## src/rtl/pong_pkg.sv

```systemverilog
// Shared Pong definitions: match state encodings and winner codes.
package pong_pkg;

    localparam int unsigned STATE_W = 3;

    localparam logic [STATE_W-1:0] ST_IDLE  = 3'd0;
    localparam logic [STATE_W-1:0] ST_SERVE = 3'd1;
    localparam logic [STATE_W-1:0] ST_PLAY  = 3'd2;
    localparam logic [STATE_W-1:0] ST_POINT = 3'd3;
    localparam logic [STATE_W-1:0] ST_OVER  = 3'd4;
    localparam logic [STATE_W-1:0] ST_PAUSE = 3'd5;

    localparam logic [1:0] WIN_NONE = 2'b00;
    localparam logic [1:0] WIN_P1   = 2'b01;
    localparam logic [1:0] WIN_P2   = 2'b10;

endpackage

```

## src/rtl/pong_edge_det.sv

```systemverilog
// Two-channel rising-edge detector; a level held high yields a single-clk pulse.
module pong_edge_det (
    input  logic       clk,
    input  logic       rst,
    input  logic [1:0] din,
    output logic [1:0] rise
);

    logic [1:0] prev_q;
    logic [1:0] prev_d;

    always_comb begin
        prev_d = din;
        rise   = din & ~prev_q;
    end

    always_ff @(posedge clk) begin
        if (rst) begin
            prev_q <= '0;
        end else begin
            prev_q <= prev_d;
        end
    end

endmodule

```

## src/rtl/pong_match_ctrl.sv

```systemverilog
// Pong match sequencer: scores, serve/play/point/game-over flow, round reset and play enable.
// Optional PAUSE state is built when PONG_PAUSE_EN is defined.
module pong_match_ctrl
    import pong_pkg::*;
#(
    parameter int unsigned WIN_SCORE   = 5,
    parameter int unsigned SERVE_TICKS = 60,
    parameter int unsigned POINT_TICKS = 30
) (
    input  logic       clk,
    input  logic       rst,
    input  logic       game_tick,
    input  logic       start,
    input  logic       pause,
    input  logic       point_p1,
    input  logic       point_p2,
    output logic       round_rst,
    output logic       play_en,
    output logic [3:0] score_1,
    output logic [3:0] score_2,
    output logic [1:0] winner,
    output logic [2:0] state_o
);

    localparam logic [7:0] SERVE_LIM = 8'(SERVE_TICKS);
    localparam logic [7:0] POINT_LIM = 8'(POINT_TICKS);
    localparam logic [3:0] WIN_LIM   = 4'(WIN_SCORE);

    logic [STATE_W-1:0] state_q, state_d;
    logic [7:0]         tick_cnt_q, tick_cnt_d;
    logic [3:0]         score_1_q, score_1_d;
    logic [3:0]         score_2_q, score_2_d;
    logic [1:0]         winner_q, winner_d;
    logic [7:0]         tick_inc;
    logic [1:0]         rise;

`ifndef PONG_PAUSE_EN
    logic unused_pause;
    assign unused_pause = pause;
`endif

    pong_edge_det u_edge (
        .clk  (clk),
        .rst  (rst),
        .din  ({point_p2, point_p1}),
        .rise (rise)
    );

    always_comb begin
        state_d    = state_q;
        tick_cnt_d = tick_cnt_q;
        score_1_d  = score_1_q;
        score_2_d  = score_2_q;
        winner_d   = winner_q;
        tick_inc   = tick_cnt_q + 8'd1;

        case (state_q)
            ST_IDLE, ST_OVER: begin
                if (start) begin
                    state_d    = ST_SERVE;
                    tick_cnt_d = '0;
                    score_1_d  = '0;
                    score_2_d  = '0;
                    winner_d   = WIN_NONE;
                end
            end
            ST_SERVE: begin
                if (game_tick) begin
                    if (tick_inc == SERVE_LIM) begin
                        state_d    = ST_PLAY;
                        tick_cnt_d = '0;
                    end else begin
                        tick_cnt_d = tick_inc;
                    end
                end
            end
            ST_PLAY: begin
                // A coincident pair of edges is a replay; a point outranks pause.
                if (rise[0] && rise[1]) begin
                    state_d    = ST_POINT;
                    tick_cnt_d = '0;
                end else if (rise[0]) begin
                    state_d    = ST_POINT;
                    tick_cnt_d = '0;
                    score_1_d  = score_1_q + 4'd1;
                end else if (rise[1]) begin
                    state_d    = ST_POINT;
                    tick_cnt_d = '0;
                    score_2_d  = score_2_q + 4'd1;
                end
`ifdef PONG_PAUSE_EN
                else if (pause) begin
                    state_d    = ST_PAUSE;
                    tick_cnt_d = '0;
                end
`endif
            end
            ST_POINT: begin
                if (game_tick) begin
                    if (tick_inc == POINT_LIM) begin
                        tick_cnt_d = '0;
                        if (score_1_q == WIN_LIM) begin
                            state_d  = ST_OVER;
                            winner_d = WIN_P1;
                        end else if (score_2_q == WIN_LIM) begin
                            state_d  = ST_OVER;
                            winner_d = WIN_P2;
                        end else begin
                            state_d = ST_SERVE;
                        end
                    end else begin
                        tick_cnt_d = tick_inc;
                    end
                end
            end
`ifdef PONG_PAUSE_EN
            ST_PAUSE: begin
                if (pause) begin
                    state_d    = ST_PLAY;
                    tick_cnt_d = '0;
                end
            end
`endif
            default: begin
                state_d    = ST_IDLE;
                tick_cnt_d = '0;
            end
        endcase
    end

    always_ff @(posedge clk) begin
        if (rst) begin
            state_q    <= ST_IDLE;
            tick_cnt_q <= '0;
            score_1_q  <= '0;
            score_2_q  <= '0;
            winner_q   <= WIN_NONE;
        end else begin
            state_q    <= state_d;
            tick_cnt_q <= tick_cnt_d;
            score_1_q  <= score_1_d;
            score_2_q  <= score_2_d;
            winner_q   <= winner_d;
        end
    end

    // PAUSE freezes the field without resetting it, so round_rst stays low there.
    assign round_rst = !((state_q == ST_PLAY) || (state_q == ST_PAUSE));
    assign play_en   = (state_q == ST_PLAY);
    assign score_1   = score_1_q;
    assign score_2   = score_2_q;
    assign winner    = winner_q;
    assign state_o   = state_q;

endmodule
```

## config.mk

```make
export PLATFORM = sky130hd
export DESIGN_NAME = pong_match_ctrl
export DESIGN_NICKNAME = d
export VERILOG_FILES = /design/src/rtl/pong_pkg.sv /design/src/rtl/pong_edge_det.sv /design/src/rtl/pong_match_ctrl.sv
export SDC_FILE = /design/constraint.sdc
export NUM_CORES = 1
export LEC_CHECK = 0
export CORE_AREA = 10 10 82 70
export CTS_BUF_LIST = sky130_fd_sc_hd__clkbuf_16
export CTS_CLUSTER_DIAMETER = 50
export DETAILED_ROUTE_END_ITERATION = 6
export DIE_AREA = 0 0 92 80
export PLACE_DENSITY_LB_ADDON = 0.05
export SYNTH_ARGS = -nofsm -noshare
export SYNTH_HDL_FRONTEND = slang
export SYNTH_SLANG_ARGS = --single-unit
```

## constraint.sdc

```tcl
create_clock -name clk -period 3.8 [get_ports clk]
set_clock_uncertainty 0.1 [all_clocks]
set_input_delay 1.14 -clock clk [delete_from_list [all_inputs] [get_ports clk]]
set_output_delay 1.14 -clock clk [all_outputs]
set_load 0.1 [all_outputs]
```

=== Word level (Yosys, flattened, before mapping) ===
Index checks and enable logic that the tools add are counted.

* Logic and storage cells: 77
* Bits in registers: 23
* Bits of input ports: 7
* Output and inout bits: 15

* Multiplexer cells: 34
* Equal/unequal tests: 20
* Reductions and logical operators: 12
* Bitwise operators: 2
* $add $sub $neg: 3

{| class="wikitable"
|+ Operators with widths
! cell !! number
|-
| 8-bit 2-to-1 mux || 8
|-
| 8-bit case mux with 4 select lines || 1
|-
| 3-bit 2-to-1 mux || 10
|-
| 4-bit 2-to-1 mux || 6
|-
| 4-bit case mux with 2 select lines || 2
|-
| 2-bit != test, second input constant || 7
|-
| 3-bit case mux with 4 select lines || 1
|-
| 2-bit 2-to-1 mux || 5
|-
| 5-bit AND reduction || 2
|-
| 4-bit by 1-bit adder with 4-bit output, second input constant || 2
|-
| 8-bit by 1-bit adder with 8-bit output, second input constant || 1
|-
| 4-bit by 3-bit equality test with 1-bit output, second input constant || 2
|-
| 8-bit by 5-bit equality test with 1-bit output, second input constant || 1
|-
| 8-bit by 6-bit equality test with 1-bit output, second input constant || 1
|-
| 4-bit AND reduction || 2
|-
| 3-bit by 2-bit equality test with 1-bit output, second input constant || 2
|-
| 3-bit equality test, second input constant || 2
|-
| 6-bit AND reduction || 1
|-
| 2-bit by 1-bit != test with 1-bit output, second input constant || 2
|-
| 4-bit by 1-bit != test with 1-bit output, second input constant || 1
|-
| 2-bit case mux with 2 select lines || 1
|-
| 2-bit nonzero test || 2
|-
| 3-bit by 1-bit equality test with 1-bit output, second input constant || 1
|-
| 3-bit logical NOT || 1
|-
| 7 further kinds || 7
|}

=== Depth between registers and ports, before layout ===
* Word-level depth: 6
* Gate-level depth with buffers: 9
* Depth with buffers taken out: 7

=== By module ===
From an unflattened synthesis, not the netlist that was laid out.

* Cells, all modules: 170
* Area total of the unflattened synthesis: 1406.3 um^2

{| class="wikitable"
|+ Modules (own cells, without submodules)
! module !! cells an instance !! area an instance (um^2) !! times used !! seq. area each (um^2)
|-
| pong_match_ctrl || 164 || 1336.3 || 1 || 420.4
|-
| pong_edge_det || 6 || 70.1 || 1 || 40.0
|}

=== Worst setup path before layout ===
OpenSTA, ideal clock, no wires.

* Kind: flip-flop to output port
* From: reg state_q[0], in the netlist state_o[0]
* To: out round_rst
* Data arrival time: 3344 ps
* Buffers on the path: 0
* Setup slack: -784 ps
* Data required time: 2560 ps
* Stages on the path, launching flop included: 4
* Cells stage by stage: dfxtp_1 or3b_4 inv_1 a21oi_1

* Word-level cells in the longest chain between the ends: 3
* Elaborated cells between the ends (all ways): 4
* Classes of those cells: eq/ne (2); reduce/logical (2)

{| class="wikitable"
|+ RTL lines
! element !! RTL line !! text
|-
| start: declaration || pong_match_ctrl.sv:29 || <nowiki>logic [STATE_W-1:0] state_q, state_d;</nowiki>
|-
| start signal: assignment || pong_match_ctrl.sv:139 || <nowiki>state_q <= state_d;</nowiki>
|-
| 3-bit by 2-bit equality test with 1-bit output || - ||
|-
| net play_en || pong_match_ctrl.sv:18 || <nowiki>output logic play_en,</nowiki>
|-
| 1-bit logical OR || pong_match_ctrl.sv:148 || <nowiki>assign round_rst = !((state_q == ST_PLAY) || (state_q == ST_PAUSE));</nowiki>
|-
| 1-bit logical NOT || pong_match_ctrl.sv:148 ||
|-
| end: declaration || pong_match_ctrl.sv:17 || <nowiki>output logic round_rst,</nowiki>
|}

The timed path passes the listed nets, and every way through them passes these cells.

=== Worst setup path after layout ===
* From: reg state_q[1], in the netlist state_o[1]
* To: out play_en

* Word-level cells in the longest chain between the ends: 1

{| class="wikitable"
|+ RTL lines
! element !! RTL line !! text
|-
| 3-bit by 2-bit equality test with 1-bit output || pong_match_ctrl.sv:149 || <nowiki>assign play_en = (state_q == ST_PLAY);</nowiki>
|-
| end: declaration || pong_match_ctrl.sv:18 ||
|}

Every way passes these cells.

==> results.toml <==
[outcome]
outcome = "finished, final reports clean"

[sta]
relSlewSlack = 0.715
worst_pin_slew_ns = 0.425
setup_viol = 0
timing.final.crit_share = 0.792
max_freq_mhz = 332
finalCriticalPeriod_ns = 3.01
setup_tns_ns = 0
hold_violations = 0
slew_violations = 0
rsz0062_at_grt = "no"

[clocking]
clock_latency_ns = 0.26
postCtsSetupRepairBufs = 0
root_buffer = "clkbuf_16"
path_clk_slew_ns = 0.06
clock_path_buffers = 2
cts-htree-levels = 1
ctsHoldBuffers = 0
cts.sinks = 23
cts_resized = 0
cts_buffers = 3
cts_tree = "built"

[placement]
placed_area_sq_um = 1600
numPortBuffers = 20
post-dp-hpwl_microns = 2570
gp_congestion = 0.752

[critical_path]
end_kind = "output port"
critPathBufInv = 2
path_cells = "or3b_4, inv_1, buf_4"
worstSetupStartpointType = "register"
cp_max_fo = 10
required_ns = 2.56
crit_arrival_ns = 1.77
slowest_delay_ns = 0.52
cp.depth = 3
worstRegToRegCells = 6
path_class = "reg -> out"
cpMaxStageDelayCell = "dfxtp_1"
critical_path.top_delay_family = "flip-flops"

[grt]
grt_remaining_overflow = 0
grt_use_total = 0.0969
antenna_found_initial = 0
grt_pass1_wl_microns = 5830
grt_pass1_vias = 1199
grt_max_degree = 13

[die]
io_pins = 22
die-area_sq_um = 7360
fp.dieH_microns = 80
initial_core_util = 0.340
rows = 21
die_x_microns = 92
coreArea_sq_um = 4100

[drt]
drc = 0
via_per_inst = 5.05
ant_nets = 0
wl_microns = 3330
dr.pass1.iters = 4
drt_iter0_markers = 76
routedWlPerCell_microns = 13.6
vias = 1238

[cells_and_area]
nFillCells = 456
area_growth_pct = 20.7
drive_gt1_frac = 0.165
postLayoutCellArea_sq_um = 1680
nets = 203
antennaDiodeCount = 0

[pwr]
p_per_area_nw_per_um2 = 314
peakVddDrop_v = 0.000227
cellLeakagePower_nw = 0.634

[hold_path]
hold_class = "reg -> reg"
whs_path_depth = 1

[synth]
syn_avg_cell_area_sq_um = 8.15
synth_top_family_by_area = "simple AND/OR/NAND/NOR gates"
synthXorXnorAreaFrac = 0.0440
synth.cell_area_sq_um = 1390
synth-edff-count = 0
ys_async_sr_fraction = 0
yosysUniqueCellTypes = 43
yosys.area.top_type = "dfxtp_1"
ys.flop_type = "dfxtp_1"
synth-seq-area-share = 0.330
yosys-mux-area-fraction = 0.00808
ys_warn_count = 0
ys_ff_latch = 23
syn_inst = 171
synthSimpleGateAreaFrac = 0.313
synth-compound-area-share = 0.187
synthAdderAreaFrac = 0.0628
synthMostInstantiatedCell = "dfxtp_1"
syn-num-nets = 185
yosys-top-cells-area = "dfxtp_1 (33%), ha_1 (6.3%), nand2_1 (4.6%)"
synth_commonest_cells = "dfxtp_1 (23), nand2_1 (17), nor2_1 (14)"
yosysTopAreaCellShare = 0.330

[flow_run]
maxCapViolations = 0
logic make-up after synthesis:
logic type,count (synthesis)
and+or+nand+nor,79
AOI/OAI and AO/OA,38
DFF,23
buffers and inverters,16
xor gates and xnor gates,7
adders and majority gates,7
muxes,1
metal layers:
layer	GRT usage	wire length [microns]	part of all wire
met5	0	0	0
met4	0.0323	37	0.011
met3	0.0338	170	0.051
met2	0.133	1380	0.41
met1	0.135	1740	0.52
where the power goes:
group          total [mW]  switching, mW  internal, mW  leakage [nW]
Clock               0.226         0.0858         0.140        0.0423
Combinational      0.0541         0.0363        0.0178         0.406
Sequential          0.249        0.00439         0.244         0.186
cells in the final DEF (no fill, tap or decap), drive strengths merged, types with 6 or more instances in the layout:
cell / count
nor2b: 6
inv: 8
nand3: 8
nor3: 6
nand4: 8
nor2: 14
xor2: 6
ha: 7
nand2: 17
dfxtp: 23
a21oi: 12
buf: 17
worst paths after layout:
check / from / to / slack [ns]
setup reg to reg: tick_cnt_q[0]$_SDFFE_PP0P_ / winner[1]$_SDFFE_PP0P_ / 1.63
hold reg to reg: winner[1]$_SDFFE_PP0P_ / winner[1]$_SDFFE_PP0P_ / 0.38
hold / removal: winner[1]$_SDFFE_PP0P_ / winner[1]$_SDFFE_PP0P_ / 0.38
setup / recovery: state_o[1]$_SDFFE_PP0P_ / play_en / 0.79
cell type report:
cell class,count,area (sq um),area share
sequential,23,460,0.274
clock inverter,1,3.75,0.00223
tap,57,71.3,0.0424
clock buffer,3,75.1,0.0446
inverter,7,26.3,0.0156
multi-input combinational,132,868,0.516
timing repair buffer,22,178,0.106
worst register-to-register path, delay by kind of cell, from the launching register on:
kind            cells  cell delay (ns)
simple gates        1             0.28
flops               1             0.51
compound gates      4             0.80
fa+ha+maj           1             0.37
flip-flops by register name, summed over array words and instances (netlist names):
register and cells:
score_1 4, score_2 4, state_o 3, tick_cnt_q 8
u_edge.prev_q 2, winner 2
stage by stage:
| stage | utilization | hold slack [ns] | total power [mW] | worst slack (ns) | cells |
|---|---|---|---|---|---|
| floorplan | - | 0.386 | 0.290 | 0.0144 | 171 |
| finish | 0.411 | 0.377 | 0.529 | 0.792 | 245 |
| detailed placement | 0.391 | 0.374 | 0.308 | 0.623 | 241 |
| CTS | 0.411 | 0.390 | 0.539 | 0.787 | 245 |
| global placement | 0.391 | 0.359 | 0.308 | 0.655 | 241 |
| global route | 0.411 | 0.417 | 0.557 | 0.708 | 245 |
Power figures use the tool's default switching activity.
